<file path="src/rtl/display_scan_ctrl.sv">
// Four-digit common-anode 7-segment scan controller with frame-synchronous
// value loading, per-digit enables, decimal points and leading-zero blanking.
module display_scan_ctrl #(
  parameter int unsigned PRESCALE = 50000
) (
  input  logic        clock,
  input  logic        reset_n,
  input  logic        load,
  output logic        ready,
  input  logic [15:0] value,
  input  logic [3:0]  dp_in,
  input  logic [3:0]  digit_en,
  input  logic        blank_lz,
  output logic [6:0]  seg,
  output logic        dp,
  output logic [3:0]  an,
  output logic        frame_tick
);

  localparam int unsigned CW = (PRESCALE > 1) ? $clog2(PRESCALE) : 1;
  localparam logic [CW-1:0] CNT_MAX = CW'(PRESCALE - 1);

  function automatic logic [6:0] seg_decode(input logic [3:0] nib);
    case (nib)
      4'h0:    seg_decode = 7'b0000001;
      4'h1:    seg_decode = 7'b1001111;
      4'h2:    seg_decode = 7'b0010010;
      4'h3:    seg_decode = 7'b0000110;
      4'h4:    seg_decode = 7'b1001100;
      4'h5:    seg_decode = 7'b0100100;
      4'h6:    seg_decode = 7'b0100000;
      4'h7:    seg_decode = 7'b0001111;
      4'h8:    seg_decode = 7'b0000000;
      4'h9:    seg_decode = 7'b0000100;
      4'hA:    seg_decode = 7'b0001000;
      4'hB:    seg_decode = 7'b1100000;
      4'hC:    seg_decode = 7'b0110001;
      4'hD:    seg_decode = 7'b1000010;
      4'hE:    seg_decode = 7'b0110000;
      4'hF:    seg_decode = 7'b0111000;
      default: seg_decode = 7'b1111111;
    endcase
  endfunction

  logic [CW-1:0] cnt_q, cnt_d;
  logic [1:0]    idx_q, idx_d;
  logic          frame_tick_q, frame_tick_d;
  logic          ready_q, ready_d;
  logic          pend_valid_q, pend_valid_d;
  logic [15:0]   pend_value_q, pend_value_d;
  logic [3:0]    pend_dp_q, pend_dp_d;
  logic [3:0]    pend_en_q, pend_en_d;
  logic          pend_lz_q, pend_lz_d;
  logic [15:0]   act_value_q, act_value_d;
  logic [3:0]    act_dp_q, act_dp_d;
  logic [3:0]    act_en_q, act_en_d;
  logic          act_lz_q, act_lz_d;
  logic [6:0]    seg_q, seg_d;
  logic          dp_q, dp_d;
  logic [3:0]    an_q, an_d;

  logic          slot_tick_s;
  logic          boundary_s;
  logic          accept_s;
  logic [3:0]    nib_s;
  logic          suppress_s;
  logic          off_s;

  // Next-state for scan timing, handshake buffers and the registered pins
  always_comb begin
    slot_tick_s = (cnt_q == CNT_MAX);
    boundary_s  = slot_tick_s && (idx_q == 2'd3);
    accept_s    = load && ready_q;

    cnt_d        = slot_tick_s ? {CW{1'b0}} : (cnt_q + {{(CW-1){1'b0}}, 1'b1});
    idx_d        = slot_tick_s ? (idx_q + 2'd1) : idx_q;
    frame_tick_d = boundary_s;

    pend_valid_d = pend_valid_q;
    pend_value_d = pend_value_q;
    pend_dp_d    = pend_dp_q;
    pend_en_d    = pend_en_q;
    pend_lz_d    = pend_lz_q;
    act_value_d  = act_value_q;
    act_dp_d     = act_dp_q;
    act_en_d     = act_en_q;
    act_lz_d     = act_lz_q;

    if (boundary_s && pend_valid_q) begin
      act_value_d  = pend_value_q;
      act_dp_d     = pend_dp_q;
      act_en_d     = pend_en_q;
      act_lz_d     = pend_lz_q;
      pend_valid_d = 1'b0;
    end else begin
      pend_valid_d = pend_valid_q;
    end

    // Accept and transfer are mutually exclusive: accept needs an empty buffer
    if (accept_s) begin
      pend_value_d = value;
      pend_dp_d    = dp_in;
      pend_en_d    = digit_en;
      pend_lz_d    = blank_lz;
      pend_valid_d = 1'b1;
    end else begin
      pend_lz_d    = pend_lz_d;
    end
    ready_d = !pend_valid_d;

    // A digit is blank when it and every more significant nibble are zero
    nib_s      = act_value_q[{idx_q, 2'b00} +: 4];
    suppress_s = act_lz_q && (idx_q != 2'd0) &&
                 ((act_value_q >> {idx_q, 2'b00}) == 16'h0000);
    off_s      = !act_en_q[idx_q] || suppress_s;

    if (off_s) begin
      an_d  = 4'b1111;
      seg_d = 7'b1111111;
      dp_d  = 1'b1;
    end else begin
      an_d  = ~(4'b0001 << idx_q);
      seg_d = seg_decode(nib_s);
      dp_d  = ~act_dp_q[idx_q];
    end
  end

  // State and output registers with synchronous active-low reset
  always_ff @(posedge clock) begin
    if (!reset_n) begin
      cnt_q        <= {CW{1'b0}};
      idx_q        <= 2'd0;
      frame_tick_q <= 1'b0;
      ready_q      <= 1'b1;
      pend_valid_q <= 1'b0;
      pend_value_q <= 16'h0000;
      pend_dp_q    <= 4'h0;
      pend_en_q    <= 4'h0;
      pend_lz_q    <= 1'b0;
      act_value_q  <= 16'h0000;
      act_dp_q     <= 4'h0;
      act_en_q     <= 4'h0;
      act_lz_q     <= 1'b0;
      seg_q        <= 7'b1111111;
      dp_q         <= 1'b1;
      an_q         <= 4'b1111;
    end else begin
      cnt_q        <= cnt_d;
      idx_q        <= idx_d;
      frame_tick_q <= frame_tick_d;
      ready_q      <= ready_d;
      pend_valid_q <= pend_valid_d;
      pend_value_q <= pend_value_d;
      pend_dp_q    <= pend_dp_d;
      pend_en_q    <= pend_en_d;
      pend_lz_q    <= pend_lz_d;
      act_value_q  <= act_value_d;
      act_dp_q     <= act_dp_d;
      act_en_q     <= act_en_d;
      act_lz_q     <= act_lz_d;
      seg_q        <= seg_d;
      dp_q         <= dp_d;
      an_q         <= an_d;
    end
  end

  assign ready      = ready_q;
  assign frame_tick = frame_tick_q;
  assign seg        = seg_q;
  assign dp         = dp_q;
  assign an         = an_q;

endmodule

</file>
<file path="config.mk">
export PLATFORM = sky130hd
export DESIGN_NAME = display_scan_ctrl
export DESIGN_NICKNAME = d
export VERILOG_FILES = /design/src/rtl/display_scan_ctrl.sv
export SDC_FILE = /design/constraint.sdc
export NUM_CORES = 1
export LEC_CHECK = 0
export CAP_MARGIN = 20
export CORE_MARGIN = 4
export CORE_UTILIZATION = 40
export DETAILED_ROUTE_END_ITERATION = 10
export PLACE_DENSITY = 0.59
export SLEW_MARGIN = 40
export SYNTH_ARGS = -nofsm -noshare
export SYNTH_HDL_FRONTEND = slang
export SYNTH_SLANG_ARGS = --single-unit
</file>
<file path="constraint.sdc">
create_clock -name clock -period 2.1 [get_ports clock]
set_input_delay 0.525 -clock clock [delete_from_list [all_inputs] [get_ports clock]]
set_output_delay 0.525 -clock clock [all_outputs]
set_load 0.01 [all_outputs]
</file>
==> summary.txt, run 1 <==
CTS
  • Worst-case clock buffer depth: 2
  • Latest clock arrival within the worst-skew pair: approximately 350 ps
  • CTS tree: done
  • Clock sinks: 83
  • Num CTS Buffers: 9
  • CTS Root Cell: clkbuf_8
  • Max H-tree Level: 3
  • CTS clock-pin slew for the worst setup and hold paths: 80 ps

Detailed routing
  • Routed WL: slightly below 8 mm
  • Routed Antenna Nets: 0
  • Drc violations: 0
  • DR WL/cell: 13.9 um
  • Vias: 2872
  • Length of the first detailed-routing pass in iterations: 5
  • Vias per cell: 5.16
  • Iter 0 DRT Violations: around 140

Power and ir drop
  • Max IR drop VDD: 0.000292 V
  • P_leak: about 1.5 nW
  • Pwr Total: between 3 and 4 mW
  • PD cells: a little under 700 nW/um2

Placed design
  • Post-placement cell count: 536
  • Routability cong.: 0.857
  • Dpl hpwl: about 5.4 mm
  • Port-buffer cells: 41

Die
  • Die area: about 11000 um2
  • Die H: approximately 100 um
  • I/O Pins: 42
  • Initial core utilization: 0.416
  • Die width: 104 um
  • Row count: 34
  • Core area: between 8000 and 9000 um2

Finish
  • Non-Filler Instances: around 560
  • Diodes inserted: 0
  • Fin util: 0.505
  • Layout cell share with drive strength beyond 1: 0.109
  • FF/Latch Area: roughly 1700 um2
  • Area growth syn-to-layout: 21.5%
  • # fillers: approximately 860
  • # nets final: 482
  • Multi-input logic area: 1850 um2

Logic synthesis
  • Avg Cell Area, Syn: roughly 9.1 um2
  • Gate Count Post-Synth: 404
  • Synth Register Bits: slightly above 80
  • Seq/Total Area, Yosys: 0.454
  • Synth warn: 0
  • Number of library cell types mapped by synthesis: 40
  • Synth Cell Area: around 3700 um2
  • Syn nets: 442

Global route
  • First-pass GRT wire length: roughly 13 mm
  • Vias in the first global route: 2713
  • Total GRT Usage: 0.148
  • Largest net degree at the start of global routing: 42
  • Remaining global-route overflow: 0
  • Initial antenna violation count: 0

Timing
  • Sum Neg Setup Slack: 0 ps
  • Final worst path period share: 0.952
  • Worst slew margin: 0.673
  • RSZ-0062 raised after global routing: no
  • Final setup viols: 0
  • Max-slew violation count: 0
  • Skew final: roughly 8.0 ps
  • Hold Violations, Final: 0
  • F_max: ~500 MHz
  • Crit path time final: 2000 ps
  • Worst Tran Pin Value: around 500 ps

Setup path
  • CP Capture Type: flop
  • Critical path required time: about 2400 ps
  • Critical Path AT: about 2300 ps
  • Critical path peak fanout: 6
  • Critical Path Start Type: flop
  • Crit Path Category: reg2reg

Outcome
  • Run status: complete, no violations

Flow run
  • Max-cap violations: 0

Hold path
  • Hold Path Class: reg2reg
==> synth_stat cells (all sizes together) <==
| library cell | n | area [um2] |
|---|---|---|
| nand2b | 1 | 6.26 |
| o211ai | 1 | 7.51 |
| o21bai | 2 | 15.0 |
| o211a | 1 | 10.0 |
| nor4 | 7 | 43.8 |
| clkbuf | 17 | 63.8 |
| a31oi | 2 | 12.5 |
| or3 | 1 | 6.26 |
| and3 | 3 | 18.8 |
| inv | 9 | 33.8 |
| and4 | 1 | 8.76 |
| mux4 | 6 | 135 |
| nor3 | 5 | 25.0 |
| and4b | 1 | 10.0 |
| mux2 | 1 | 15.0 |
| dfxtp | 83 | 1660 |
| ha | 10 | 125 |
| xnor2 | 14 | 123 |
| mux2i | 2 | 20.0 |
| nor2 | 23 | 86.3 |
| nand3b | 2 | 15.0 |
| o21ai | 26 | 130 |
| a21boi | 52 | 390 |
| and2 | 4 | 25.0 |
| nor4b | 3 | 38.8 |
| a22oi | 2 | 15.0 |
| xor2 | 2 | 17.5 |
| nand2 | 58 | 218 |
| nand3 | 41 | 205 |
| buf | 11 | 85.1 |
| and3b | 1 | 8.76 |
| o21a | 1 | 7.51 |
| nand4 | 9 | 62.6 |
| nor3b | 1 | 7.51 |
| a211o | 1 | 8.76 |
==> cells by family after synthesis <==
family / after synthesis / share of synthesized area
simple gates: 161 / 0.215
compound gates: 88 / 0.163
flops: 83 / 0.454
buf+inv: 37 / 0.0499
xor+xnor: 16 / 0.0383
fa+ha+maj: 10 / 0.0342
mux: 9 / 0.0465
==> worst max-delay path, cell delays in order (launching register included) <==
cell and delay, ps:
dfxtp_4 400, mux4_2 540, inv_2 120, ha_4 160, o211ai_1 140, or3_4 470
nand4_1 110
==> sequential cells by signal (all words and copies together), names as in the netlist, 2 cells and up <==
| signal | count |
|---|---|
| pend_dp_q | 4 |
| idx_q | 2 |
| act_en_q | 4 |
| pend_value_q | 16 |
| act_value_q | 16 |
| act_dp_q | 4 |
| cnt_q | 16 |
| seg | 7 |
| an | 4 |
| pend_en_q | 4 |
==> metrics by stage <==
step	worst slack [ps]	hold slack, ps	cell area (um2)
after floorplan	49.4	430	3670
after global placement	156	452	4170
after detailed placement	48.3	457	4170
after CTS	21.7	470	4390
after global routing	45.2	487	4450
final	100	465	4450
==> path summary, 6_finish.rpt <==
path | startpoint | to | slack [ps] | cells past startpoint
worst min register to register | pend_value_q[4] | pend_value_q[4] | 470 | 2
worst max register to register | idx_q[0] | seg[2] | 100 | 6
worst max-delay path | idx_q[0] | seg[2] | 100 | 6
worst min-delay path | pend_value_q[4] | pend_value_q[4] | 470 | 2
==> area by class of cell <==
cell class / count / share of cell area
Clock buffer: 10 / 0.0309
Clock inverter: 6 / 0.0200
Inverter: 9 / 0.00759
Multi-Input combinational cell: 285 / 0.416
Sequential cell: 83 / 0.374
Tap cell: 108 / 0.0304
Timing Repair Buffer: 56 / 0.120
==> cells in the final DEF (no fill, tap or decap), types with 2 or more instances in the layout <==
cell type / netlist / final
dfxtp_1: 83 / 82
nand2_1: 58 / 58
nand3_1: 41 / 41
a21boi_0: 41 / 41
clkdlybuf4s50_1: 0 / 41
o21ai_0: 26 / 26
nor2_1: 23 / 23
xnor2_1: 14 / 14
buf_4: 2 / 14
a21boi_1: 11 / 11
clkbuf_8: 0 / 10
ha_1: 10 / 9
nand4_1: 8 / 8
inv_1: 9 / 7
nor4_1: 7 / 7
mux4_2: 6 / 6
nor3_1: 5 / 5
and2_1: 4 / 4
and3_1: 3 / 3
nor4b_2: 2 / 3
inv_2: 0 / 2
a22oi_1: 2 / 2
or3_4: 0 / 2
o21bai_1: 2 / 2
nand3b_1: 2 / 2
a31oi_1: 2 / 2
mux2i_1: 2 / 2
xor2_1: 2 / 2
bufinv_16: 0 / 2
clkinvlp_4: 0 / 2
==> routing by layer <==
metal	track usage	vias to the layer above	wire [um]
li1	-	1490	-
met1	0.203	1312	3940
met2	0.222	59	3310
met3	0.0348	11	343
met4	0.0655	0	126
met5	0	-	0
==> power by group <==
part           internal (mW)  switching (mW)
sequential              1.61          0.0218
clock                  0.702           0.581
combinational         0.0873          0.0679
total                   2.40           0.671
==> what timing repair did <==
item                                    4_1_cts  5_1_grt
hold buffers                                  0        0
resized for setup                             0        4
buffers inserted                              0        4
endpoints found under the setup margin        0       12
No activity file was read; power rests on OpenSTA's default activity.
==> run 2, diff against run 1 <==
--- a/config.mk
+++ b/config.mk
@@ -8,6 +8,7 @@
 export CAP_MARGIN = 20
 export CORE_MARGIN = 4
 export CORE_UTILIZATION = 40
+export CTS_CLUSTER_SIZE = 14
 export DETAILED_ROUTE_END_ITERATION = 10
 export PLACE_DENSITY = 0.59
 export SLEW_MARGIN = 40
==> results of run 2 <==
No change in the layout: final DEF, timing and power equal those of run 1.
==> run 3, diff against run 2 <==
--- a/config.mk
+++ b/config.mk
@@ -11,6 +11,7 @@
 export CTS_CLUSTER_SIZE = 14
 export DETAILED_ROUTE_END_ITERATION = 10
 export PLACE_DENSITY = 0.59
+export REMOVE_ABC_BUFFERS = 1
 export SLEW_MARGIN = 40
 export SYNTH_ARGS = -nofsm -noshare
 export SYNTH_HDL_FRONTEND = slang
==> run 3 against run 2 <==
  * Sequential share of layout area rose by 0.47 points
  * Critical path depth did not move
  * Sequential power barely moved
  * Register-to-register slack improved by 97 ps
  * Clock skew fell by 2.4 ps
  * Critical path type unchanged
  * Wire length fell by 4.2%
  * Flip-flop and latch count did not move
  * Largest cell class unchanged
  * Worst setup slack improved by 97 ps
  * Global-route usage fell by 0.38 points
  * Core utilization fell by 0.70 points
==> summary.txt, run 3 (synthesized netlist as in run 1, its figures left out) <==
Finish
  • Area growth syn-to-layout: 19.8%
  • Layout cell share with drive strength beyond 1: 0.0978
  • Commonest non-fill, non-tap cell in the layout: dfxtp_1
  • Top Registers: act_value_q (16), cnt_q (16), pend_value_q (16)
  • # nets final: between 400 and 500
  • Diodes inserted: 0
  • Non-Filler Instances: between 500 and 600
  • Final Instance Area: 4390 um2
  • Most frequent cells in the layout: dfxtp_1 (82), nand2_1 (58), nand3_1 (41), a21boi_0 (41), clkdlybuf4s50_1 (41)

Global route
  • Largest net degree at the start of global routing: 40
  • Remaining global-route overflow: 0
  • Initial antenna violation count: 0
  • First-pass GRT wire length: ~13 mm
  • Total GRT Usage: 0.144
  • Vias in the first global route: between 2000 and 3000

Die
  • Die width: a little over 100 um
  • Row count: 34
  • Initial core utilization: 0.416
  • Core area: just under 9000 um2
  • Die area: approximately 11000 um2
  • I/O Pins: 42
  • Die H: around 100 um

Placed design
  • DP Worst Slack: -4.75 ps
  • Post-placement cell count: 544
  • Dpl hpwl: ~5.1 mm
  • Port-buffer cells: 41
  • Area after DPL: around 4200 um2
  • Routability cong.: around 0.82

CTS
  • Num CTS Buffers: 9
  • CTS Root Cell: clkbuf_8
  • Clock sinks: between 80 and 90
  • CTS clock-pin slew for the worst setup and hold paths: about 80 ps
  • Worst-case clock buffer depth: 2
  • Latest clock arrival within the worst-skew pair: 340 ps
  • CTS tree: done
  • Cts hold-fix bufs: 0
  • Max H-tree Level: 3

Flow run
  • Max-cap violations: 0

Hold path
  • Hold Path Class: reg2reg
  • Min-Delay Startpoint: pend_value_q[4]

Setup path
  • Family with the most delay on the worst path: simple AND/OR/NAND/NOR gates
  • CP Buf/Inv Count: 1
  • CP max stage delay: 510 ps
  • Crit Path Category: reg2reg
  • Crit-path cells: mux4_2 -> inv_1 -> ha_1 -> o211ai_1 -> or3_4 -> nand4_1
  • Critical R2R Launch: idx_q[0]
  • Crit. Startpoint: idx_q[0]
  • Critical path required time: roughly 2400 ps
  • Critical Path AT: between 2000 and 2500 ps
  • CP Capture Type: flop
  • Critical Path Start Type: flop
  • Critical path peak fanout: 12
  • Worst path slowest cell: mux4_2

Timing
  • Hold Violations, Final: 0
  • Final setup viols: 0
  • F_max: roughly 530 MHz
  • Worst setup margin: a little under 200 ps
  • Skew final: 5.64 ps
  • Max-slew violation count: 0
  • Final worst path period share: 0.906
  • Worst slew margin: 0.759
  • Fin Hold WS: around 460 ps
  • RSZ-0062 raised after global routing: no
  • Worst Tran Pin Value: about 360 ps
  • Crit path time final: roughly 1900 ps

Power and ir drop
  • P_leak: ~1.5 nW
  • Max IR drop VDD: 0.000312 V
  • PD cells: roughly 620 nW/um2
  • Pwr Total: between 2 and 3 mW

Detailed routing
  • Length of the first detailed-routing pass in iterations: 4
  • Vias per cell: between 5 and 6
  • Iter 0 DRT Violations: between 100 and 150
  • Routed WL: ~7.4 mm
  • Vias: 2869
  • Drc violations: 0
  • DR WL/cell: 13.3 um
  • Routed Antenna Nets: 0

Outcome
  • Run status: complete, no violations
run 3: cell types whose count changed in the layout (fill, tap and decap cells not counted), moves of 2 or more:
cell,delta
inv_1,+2
bufinv_16,-2
buf_4,+3
clkbuf_1,+2
inv_2,-2
run 3: metal layers:
layer	track usage	part of all wire	vias to the layer above
met2	0.216	0.44	39
met4	0.0627	0.016	0
met5	0	0	-
met1	0.202	0.51	1335
met3	0.0280	0.034	9
li1	-	-	1486
run 3: worst paths after layout:
path                    end  slack, ps  cells past startpoint
max                  seg[5]        200                      6
max reg2reg          seg[5]        200                      6
min reg2reg  act_value_q[4]        460                      2
min          act_value_q[4]        460                      2
run 3: area by class of cell:
cell class                      instances  area [um2]
Inverter                                9        33.8
Tap cell                              108         135
Clock inverter                          3        17.5
Clock buffer                           11         131
Fill cell                             868        4420
Multi-Input combinational cell        284        1830
Timing Repair Buffer                   60         578
Sequential cell                        83        1660
run 3: repair_timing:
item                                    CTS  global route
buffers inserted                          0             0
endpoints found under the setup margin   12            12
pin swaps                                 0             0
resized for setup                         1             2
run 3: tightest hold or removal path, cell delays in order, from the launching register on:
cell and delay, ps:
dfxtp_1 310, nand3_1 60, a21boi_1 50
run 3: through the flow:
stage	utilization	TNS, ps
floorplan	-	-3260
global placement	0.480	0
detailed placement	0.480	-8.62
CTS	0.497	0
global route	0.498	0
finish	0.498	0
run 3: power by group:
part           internal [mW]  switching (mW)
clock network          0.414           0.526
registers               1.61          0.0206
logic                 0.0936          0.0683
